## src/rtl/coll_button_conditioner.sv

```systemverilog
// coll_button_conditioner
// Front end for score_display. Synchronises and debounces the raw good/bad
// collision buttons, then emits exactly one single-cycle pulse per accepted press.
// Ports:
//   clk            system clock, all flops on posedge
//   rst            asynchronous active-low reset
//   goodCollRaw    raw good-collision button (asynchronous, bouncy)
//   badCollRaw     raw bad-collision button (asynchronous, bouncy)
//   goodCollButton 1-cycle pulse per accepted good press
//   badCollButton  1-cycle pulse per accepted bad press
//   goodHeld       high while the good channel is debounced-pressed (HELD/REL_WAIT)
//   badHeld        high while the bad channel is debounced-pressed (HELD/REL_WAIT)
// Build option: define COLL_AUTOREPEAT_EN to raise a repeat event every
// REPEAT_CYCLES cycles while a channel stays in HELD.
`timescale 1ns/1ps

module coll_button_conditioner #(
    parameter int unsigned DEBOUNCE_CYCLES = 3,
    parameter int unsigned REPEAT_CYCLES   = 20
) (
    input  logic clk,
    input  logic rst,
    input  logic goodCollRaw,
    input  logic badCollRaw,
    output logic goodCollButton,
    output logic badCollButton,
    output logic goodHeld,
    output logic badHeld
);

    localparam int unsigned CNT_MAX = (DEBOUNCE_CYCLES > REPEAT_CYCLES) ? DEBOUNCE_CYCLES
                                                                         : REPEAT_CYCLES;
    localparam int unsigned CNT_W   = $clog2(CNT_MAX + 1);
    localparam int unsigned NCH     = 2;
    localparam int unsigned CH_GOOD = 0;
    localparam int unsigned CH_BAD  = 1;
    localparam logic [CNT_W-1:0] DEB_LAST = CNT_W'(DEBOUNCE_CYCLES - 1);

    typedef enum logic [1:0] {
        IDLE       = 2'd0,
        PRESS_WAIT = 2'd1,
        HELD       = 2'd2,
        REL_WAIT   = 2'd3
    } state_e;

    logic [NCH-1:0]   raw_c;
    logic [NCH-1:0]   meta_q, meta_d;
    logic [NCH-1:0]   sync_q, sync_d;
    state_e           state_q [NCH];
    state_e           state_d [NCH];
    logic [CNT_W-1:0] cnt_q   [NCH];
    logic [CNT_W-1:0] cnt_d   [NCH];
    logic [NCH-1:0]   press_ev_c;
    logic [NCH-1:0]   rep_ev_c;
    logic [NCH-1:0]   ev_c;
    logic [NCH-1:0]   held_q, held_d;
    logic             good_pulse_q, good_pulse_d;
    logic             bad_pulse_q, bad_pulse_d;
    logic             pend_q, pend_d;

    function automatic logic [CNT_W-1:0] cnt_inc(input logic [CNT_W-1:0] c);
        return (c == '1) ? c : c + CNT_W'(1);
    endfunction

    assign raw_c  = {badCollRaw, goodCollRaw};
    assign meta_d = raw_c;
    assign sync_d = meta_q;

    // Two-flop synchroniser per channel
    always_ff @(posedge clk or negedge rst) begin
        if (!rst) begin
            meta_q <= '0;
            sync_q <= '0;
        end else begin
            meta_q <= meta_d;
            sync_q <= sync_d;
        end
    end

    // Debounce FSM next state. cnt holds the stable cycles already seen, so the
    // current stable cycle completes the window when cnt equals DEBOUNCE_CYCLES-1.
    always_comb begin
        for (int i = 0; i < NCH; i++) begin
            state_d[i]    = state_q[i];
            cnt_d[i]      = cnt_q[i];
            press_ev_c[i] = 1'b0;
            unique case (state_q[i])
                IDLE: begin
                    if (sync_q[i]) begin
                        if (cnt_q[i] == DEB_LAST) begin
                            state_d[i]    = HELD;
                            cnt_d[i]      = '0;
                            press_ev_c[i] = 1'b1;
                        end else begin
                            state_d[i] = PRESS_WAIT;
                            cnt_d[i]   = cnt_inc(cnt_q[i]);
                        end
                    end
                end
                PRESS_WAIT: begin
                    if (!sync_q[i]) begin
                        state_d[i] = IDLE;
                        cnt_d[i]   = '0;
                    end else if (cnt_q[i] == DEB_LAST) begin
                        state_d[i]    = HELD;
                        cnt_d[i]      = '0;
                        press_ev_c[i] = 1'b1;
                    end else begin
                        cnt_d[i] = cnt_inc(cnt_q[i]);
                    end
                end
                HELD: begin
                    if (!sync_q[i]) begin
                        if (cnt_q[i] == DEB_LAST) begin
                            state_d[i] = IDLE;
                            cnt_d[i]   = '0;
                        end else begin
                            state_d[i] = REL_WAIT;
                            cnt_d[i]   = cnt_inc(cnt_q[i]);
                        end
                    end
                end
                REL_WAIT: begin
                    if (sync_q[i]) begin
                        state_d[i] = HELD;
                        cnt_d[i]   = '0;
                    end else if (cnt_q[i] == DEB_LAST) begin
                        state_d[i] = IDLE;
                        cnt_d[i]   = '0;
                    end else begin
                        cnt_d[i] = cnt_inc(cnt_q[i]);
                    end
                end
                default: begin
                    state_d[i] = IDLE;
                    cnt_d[i]   = '0;
                end
            endcase
            held_d[i] = (state_d[i] == HELD) || (state_d[i] == REL_WAIT);
        end
    end

    // Debounce FSM state and counter registers
    always_ff @(posedge clk or negedge rst) begin
        if (!rst) begin
            for (int i = 0; i < NCH; i++) begin
                state_q[i] <= IDLE;
                cnt_q[i]   <= '0;
            end
        end else begin
            for (int i = 0; i < NCH; i++) begin
                state_q[i] <= state_d[i];
                cnt_q[i]   <= cnt_d[i];
            end
        end
    end

`ifdef COLL_AUTOREPEAT_EN
    logic [CNT_W-1:0] rep_q [NCH];
    logic [CNT_W-1:0] rep_d [NCH];

    // Repeat counter runs only while staying in HELD; any (re)entry starts at 0
    always_comb begin
        for (int i = 0; i < NCH; i++) begin
            rep_ev_c[i] = (state_q[i] == HELD) && (rep_q[i] == CNT_W'(REPEAT_CYCLES - 1));
            rep_d[i]    = '0;
            if ((state_q[i] == HELD) && (state_d[i] == HELD) && !rep_ev_c[i]) begin
                rep_d[i] = cnt_inc(rep_q[i]);
            end
        end
    end

    always_ff @(posedge clk or negedge rst) begin
        if (!rst) begin
            for (int i = 0; i < NCH; i++) begin
                rep_q[i] <= '0;
            end
        end else begin
            for (int i = 0; i < NCH; i++) begin
                rep_q[i] <= rep_d[i];
            end
        end
    end
`else
    assign rep_ev_c = '0;
`endif

    assign ev_c = press_ev_c | rep_ev_c;

    // Bad wins a same-cycle collision; the good event waits one cycle in pend
    always_comb begin
        bad_pulse_d  = ev_c[CH_BAD];
        good_pulse_d = 1'b0;
        pend_d       = 1'b0;
        if (ev_c[CH_BAD]) begin
            pend_d = ev_c[CH_GOOD] | pend_q;
        end else begin
            good_pulse_d = ev_c[CH_GOOD] | pend_q;
        end
    end

    // Registered outputs
    always_ff @(posedge clk or negedge rst) begin
        if (!rst) begin
            good_pulse_q <= 1'b0;
            bad_pulse_q  <= 1'b0;
            pend_q       <= 1'b0;
            held_q       <= '0;
        end else begin
            good_pulse_q <= good_pulse_d;
            bad_pulse_q  <= bad_pulse_d;
            pend_q       <= pend_d;
            held_q       <= held_d;
        end
    end

    assign goodCollButton = good_pulse_q;
    assign badCollButton  = bad_pulse_q;
    assign goodHeld       = held_q[CH_GOOD];
    assign badHeld        = held_q[CH_BAD];

endmodule

```

## config.mk

```make
export PLATFORM = sky130hd
export DESIGN_NAME = coll_button_conditioner
export DESIGN_NICKNAME = d
export VERILOG_FILES = /design/src/rtl/coll_button_conditioner.sv
export SDC_FILE = /design/constraint.sdc
export NUM_CORES = 1
export LEC_CHECK = 0
export ABC_AREA = 1
export CORE_MARGIN = 1
export CORE_UTILIZATION = 45
export DETAILED_ROUTE_END_ITERATION = 12
export MAX_ROUTING_LAYER = met4
export PLACE_DENSITY = 0.67
export SKIP_LAST_GASP = 1
export SYNTH_ARGS = -nofsm -noshare
export SYNTH_HDL_FRONTEND = slang
export SYNTH_SLANG_ARGS = --single-unit
```

## constraint.sdc

```tcl
create_clock -name clk -period 1.7 [get_ports clk]
set_input_delay 0.17 -clock clk [delete_from_list [all_inputs] [get_ports clk]]
set_output_delay 0.17 -clock clk [all_outputs]
set_load 0.01 [all_outputs]
```

==> results of run 1 <==
[per-layer routing]
layer	share of wire, %	vias up	track usage [%]
li1	-	413	-
met1	53	343	24.4
met2	44	11	26.9
met3	2.4	4	3.64
met4	1.3	0	6.94
met5	0	-	-
[where the power goes]
group	internal [uW]	leakage, uW	total (uW)	switching (uW)
sequential	622	0.000271	737	115
clock	87.7	0.0000177	239	151
combinational	279	0.000352	702	423
[cell usage after synthesis]
| master | n | share of area [%] |
|---|---|---|
| nand2_1 | 34 | 12 |
| inv_1 | 24 | 8.6 |
| dfrtp_1 | 21 | 50 |
| nor2_1 | 13 | 4.6 |
| nand3_1 | 7 | 3.3 |
| nand2_2 | 6 | 3.6 |
| o21ai_0 | 6 | 2.9 |
| ha_1 | 4 | 4.8 |
| nand4_1 | 3 | 1.8 |
| a21oi_1 | 2 | 0.95 |
| nor2_4 | 2 | 2.1 |
| a21boi_1 | 1 | 0.71 |
| a21boi_2 | 1 | 1.1 |
| inv_2 | 1 | 0.36 |
| nand3_2 | 1 | 0.95 |
| nand3_4 | 1 | 1.7 |
| or2_2 | 1 | 0.59 |
[cell type report]
cell class                      instances  area [sq um]  share of cell area, %
Inverter                               25          93.8                   7.87
Clock buffer                            3          22.5                   1.89
Tap cell                               28          35.0                   2.94
Sequential cell                        21           526                   44.1
Clock inverter                          1          5.00                  0.420
Timing Repair Buffer                    8          77.6                   6.51
Multi-Input combinational cell         82           433                   36.3
[per-stage QoR]
step | worst slack (ns) | cells
CTS | 0.244 | 168
finish | 0.270 | 168
detailed placement | 0.408 | 164
global route | 0.203 | 168
floorplan | 0.504 | 128
global placement | 0.429 | 164
[path summary, 6_finish.rpt]
check | end | slack, ns | cells past startpoint
min reg2reg | sync_q[0] | 0.36 | 0
max reg2reg | cnt_q[1] | 0.40 | 8
min in group clk | meta_q[0] | 0.30 | 1
min | cnt_q[6] | 0.20 | 2
max in group asynchronous | cnt_q[1] | 1.28 | 2
max | badHeld | 0.27 | 1
[cells by family after synthesis]
logic type,after synthesis,synth area share (%)
DFF,21,49.9
buffers and inverters,25,8.92
and+or+nand+nor,68,30.8
AOI/OAI and AO/OA,10,5.59
adders and majority gates,4,4.76
[cell usage in the layout, fill, tap and decap left out, types with 3 or more instances in the layout]
master,n
nand2_1,34
inv_1,24
dfrtp_1,21
nor2_1,13
nand3_1,7
clkdlybuf4s50_1,7
nand2_2,6
o21ai_0,6
ha_1,4
nand4_1,3
clkbuf_4,3
==> results.tsv, run 1 <==
metric	value	unit
outcome	finished, final reports clean	
hold_path.class	input port to asynchronous set/reset pin	
clock_sinks	21	
ys_ff_latch	21	
yosysSeqAreaShare	49.9	%
fp.dieW	50.4	um
cp_num_buf_inv	1	
antenna_found_initial	0	
gp_congestion	0.875	
synthDistinctLibCells	17	
cts_resized	0	
power	1680	uW
p_leak	0.000641	uW
clockBufferDepth	2	
cp_max_fo	4	
htree_levels	1	
criticalPathCategory	register to primary output	
cts_hold_buf	0	
whs	0.200	ns
drtPass1Iterations	4	
dpl_cell_area	0.00116	sq mm
hpwlAfterDp	1.32	mm
route.vias.total	771	
synth.net_count	136	
globalRouteTotalUtil	18.1	%
relSlewSlack	82.3	%
syn-cell-area	0.00105	sq mm
drt_iter0_drc	21	
cap_violations	0	
ios	8	
worst_pin_slew	0.266	ns
skew	0.00566	ns
final.fill_count	204	
io_buffers	7	
syn_avg_cell_area	8.22	sq um
cts_buffers	3	
routed_wl	1.77	mm
grt_pass1_vias	756	
clk_latency	0.30	ns
area_growth	13.3	%
cp_slowest_cell	clkdlybuf4s50_1	
start_util	47.6	%
fin_crit	1.43	ns
hold_violations	0	
cp-start-kind	register	
drc	0	
clockRootBuffer	clkbuf_4	
fin_crit_sh	84.1	%
crit_family	buffers and inverters	
ant_nets	0	
cp_data_required_time	1.53	ns
fmax	700	MHz
setup_viol	0	
vias_per_cell	4.59	
endpoint_kind	primary output	
path_clk_slew	0.12	ns
path_cells	clkdlybuf4s50_1	
setup-tns-final	0	ns
ir_drop	0.826	mV
final_util	53.9	%
reg2reg_from	cnt_q[1]	
drive_gt1_share	12.9	%
die_h	50.4	um
drv_slew	0	
yosys_warnings	0	
rsz0062_at_grt	no	
die_area	0.00254	sq mm
wire_per_inst	10.5	um
grt_overflow	0	
cp.arrival	1.26	ns
grt_max_degree	22	
antenna_cells	0	
postCtsSetupBuffers	0	
grt_pass1_wl	3.26	mm
synthCells	128	
finalInstanceArea	0.00119	sq mm
rows	17	
cts_tree	built	
final_nets	149	
power-per-cell-area	1410	mW/mm^2
fp.coreArea	0.00221	sq mm
cpPeakStageDelay	0.55	ns
No activity file was read; power rests on OpenSTA's default activity.
==> run 2, diff against run 1 <==
--- a/config.mk
+++ b/config.mk
@@ -10,7 +10,7 @@
 export CORE_UTILIZATION = 45
 export DETAILED_ROUTE_END_ITERATION = 12
 export MAX_ROUTING_LAYER = met4
-export PLACE_DENSITY = 0.67
+export PLACE_DENSITY = 0.69
 export SKIP_LAST_GASP = 1
 export SYNTH_ARGS = -nofsm -noshare
 export SYNTH_HDL_FRONTEND = slang
==> constraint.sdc (replaced) <==
create_clock -name clk -period 1.3 [get_ports clk]
set_input_delay 0.13 -clock clk [delete_from_list [all_inputs] [get_ports clk]]
set_output_delay 0.13 -clock clk [all_outputs]
set_load 0.01 [all_outputs]
==> run 2 against run 1 <==
  * Global-route usage rose by 1.1 points
  * Sequential power up 34%
  * Cell count increased by 1.8%
  * Total power grew 43%
  * First-iteration DRC count shrank 38%
  * Worst setup slack got worse by 0.25 ns
  * Clock skew shrank 0.0026 ns
  * Sequential share of layout area is 2.4 points lower
  * Non-clock buffer count rose by 3
  * Critical path type is now register to register
==> results.tsv, run 2 (synthesized netlist as in run 1, its figures left out) <==
metric	value	unit
setup_ws	0.0233	ns
criticalPathCategory	register to register	
final_nets	152	
drtPass1Iterations	4	
final_common_cell	nand2_1	
power	2390	uW
worst_pin_slew	0.263	ns
clk_latency	0.31	ns
layout_common_cells	32 x nand2_1, 20 x inv_1, 18 x dfrtp_1	
intPower	1380	uW
grt_pass1_wl	3.49	mm
cp_data_required_time	1.51	ns
antenna_found_initial	0	
dp_cells	164	
outcome	finished, final reports clean	
rows	17	
ios	8	
area_growth	20.6	%
rsz0062_at_grt	yes	
setup-tns-final	0	ns
relSlewSlack	82.5	%
antenna_cells	0	
fin_crit_sh	98.2	%
ant_nets	0	
drv_slew	0	
p_switching	1010	uW
drive_gt1_share	25.9	%
fmax	783	MHz
cts_tree	built	
clkPwrFrac	13.3	%
clockBufferDepth	2	
fp.dieW	50.4	um
clockRootBuffer	clkbuf_4	
route.vias.total	835	
die_h	50.4	um
fin_cells	171	
htree_levels	1	
drt_iter0_drc	13	
routed_wl	2.02	mm
drc	0	
cp-start-kind	register	
sequentialPowerShare	41.3	%
die_area	0.00254	sq mm
place_ws	-0.00694	ns
pwr-share-comb	45.4	%
hold_path.class	input port to asynchronous set/reset pin	
ir_drop	1.10	mV
power-per-cell-area	1890	mW/mm^2
cp.arrival	1.48	ns
switching_share	42.3	%
start_util	47.6	%
grt_pass1_vias	873	
clock_sinks	21	
setup_viol	0	
vias_per_cell	4.88	
skew	0.00310	ns
grt_max_degree	22	
cp_max_fo	4	
fin_crit	1.28	ns
hold_violations	0	
globalRouteTotalUtil	19.2	%
path_clk_slew	0.12	ns
hpwlAfterDp	1.45	mm
wire_per_inst	11.8	um
gp_congestion	0.806	
cts_buffers	3	
whs	0.150	ns
fp.coreArea	0.00221	sq mm
final.fill_count	208	
p_leak	0.000669	uW
register_area	529	sq um
cap_violations	0	
io_buffers	7	
multi_input_area	484	sq um
endpoint_kind	register	
grt_overflow	0	
[run 2: timing repair]
item | CTS | global route
endpoints found under the setup margin | 5 | 12
endpoints found under the hold margin | 0 | 0
hold buffers | 0 | 0
buffers inserted | 2 | 1
gates resized for setup | 4 | 20
pin swaps | 0 | 4
gates cloned | 0 | 0
[run 2: final timing paths]
kind	from	endpoint	slack [ns]	cells past startpoint
max in group asynchronous	rst	cnt_q[1]	0.93	2
max	cnt_q[6]	cnt_q[7]	0.02	4
min	rst	cnt_q[7]	0.15	2
min reg2reg	meta_q[1]	sync_q[1]	0.37	0
max reg2reg	cnt_q[6]	cnt_q[7]	0.02	4
min in group clk	badCollRaw	meta_q[1]	0.25	1
[run 2: per-layer routing]
metal / global-route usage, % / wire [um]
met1: 21.5 / 856
met2: 32.4 / 1040
met3: 3.64 / 81
met4: 9.72 / 45
met5: - / 0
[run 2: cell type report]
| type | count | share of cell area [%] |
|---|---|---|
| clock inverters | 1 | 0.394 |
| repair buffers | 11 | 7.79 |
| multi-input cells | 82 | 38.2 |
| inverters | 25 | 7.40 |
| well taps | 28 | 2.76 |
| clock buffers | 3 | 1.78 |
| flip-flops and latches | 21 | 41.7 |
[run 2: power by group through the flow]
stage,clock (uW),combinational [uW],sequential (uW)
after floorplan,0,666,959
after global placement,0,892,960
after detailed placement,0,938,973
after CTS,323,980,953
after global routing,346,1230,1020
final,318,1090,988
[run 2: critical path, stage by stage (launching register included)]
cell and delay (ns):
dfrtp_2 0.46, ha_2 0.21, or2_2 0.29, a21oi_2 0.14
o21ai_0 0.08
[run 2: metrics by stage]
stage               utilization, %  instance area, sq um
floorplan                        -                  1050
global placement              52.7                  1160
detailed placement            52.7                  1160
CTS                           54.5                  1210
global route                  57.4                  1270
finish                        57.4                  1270
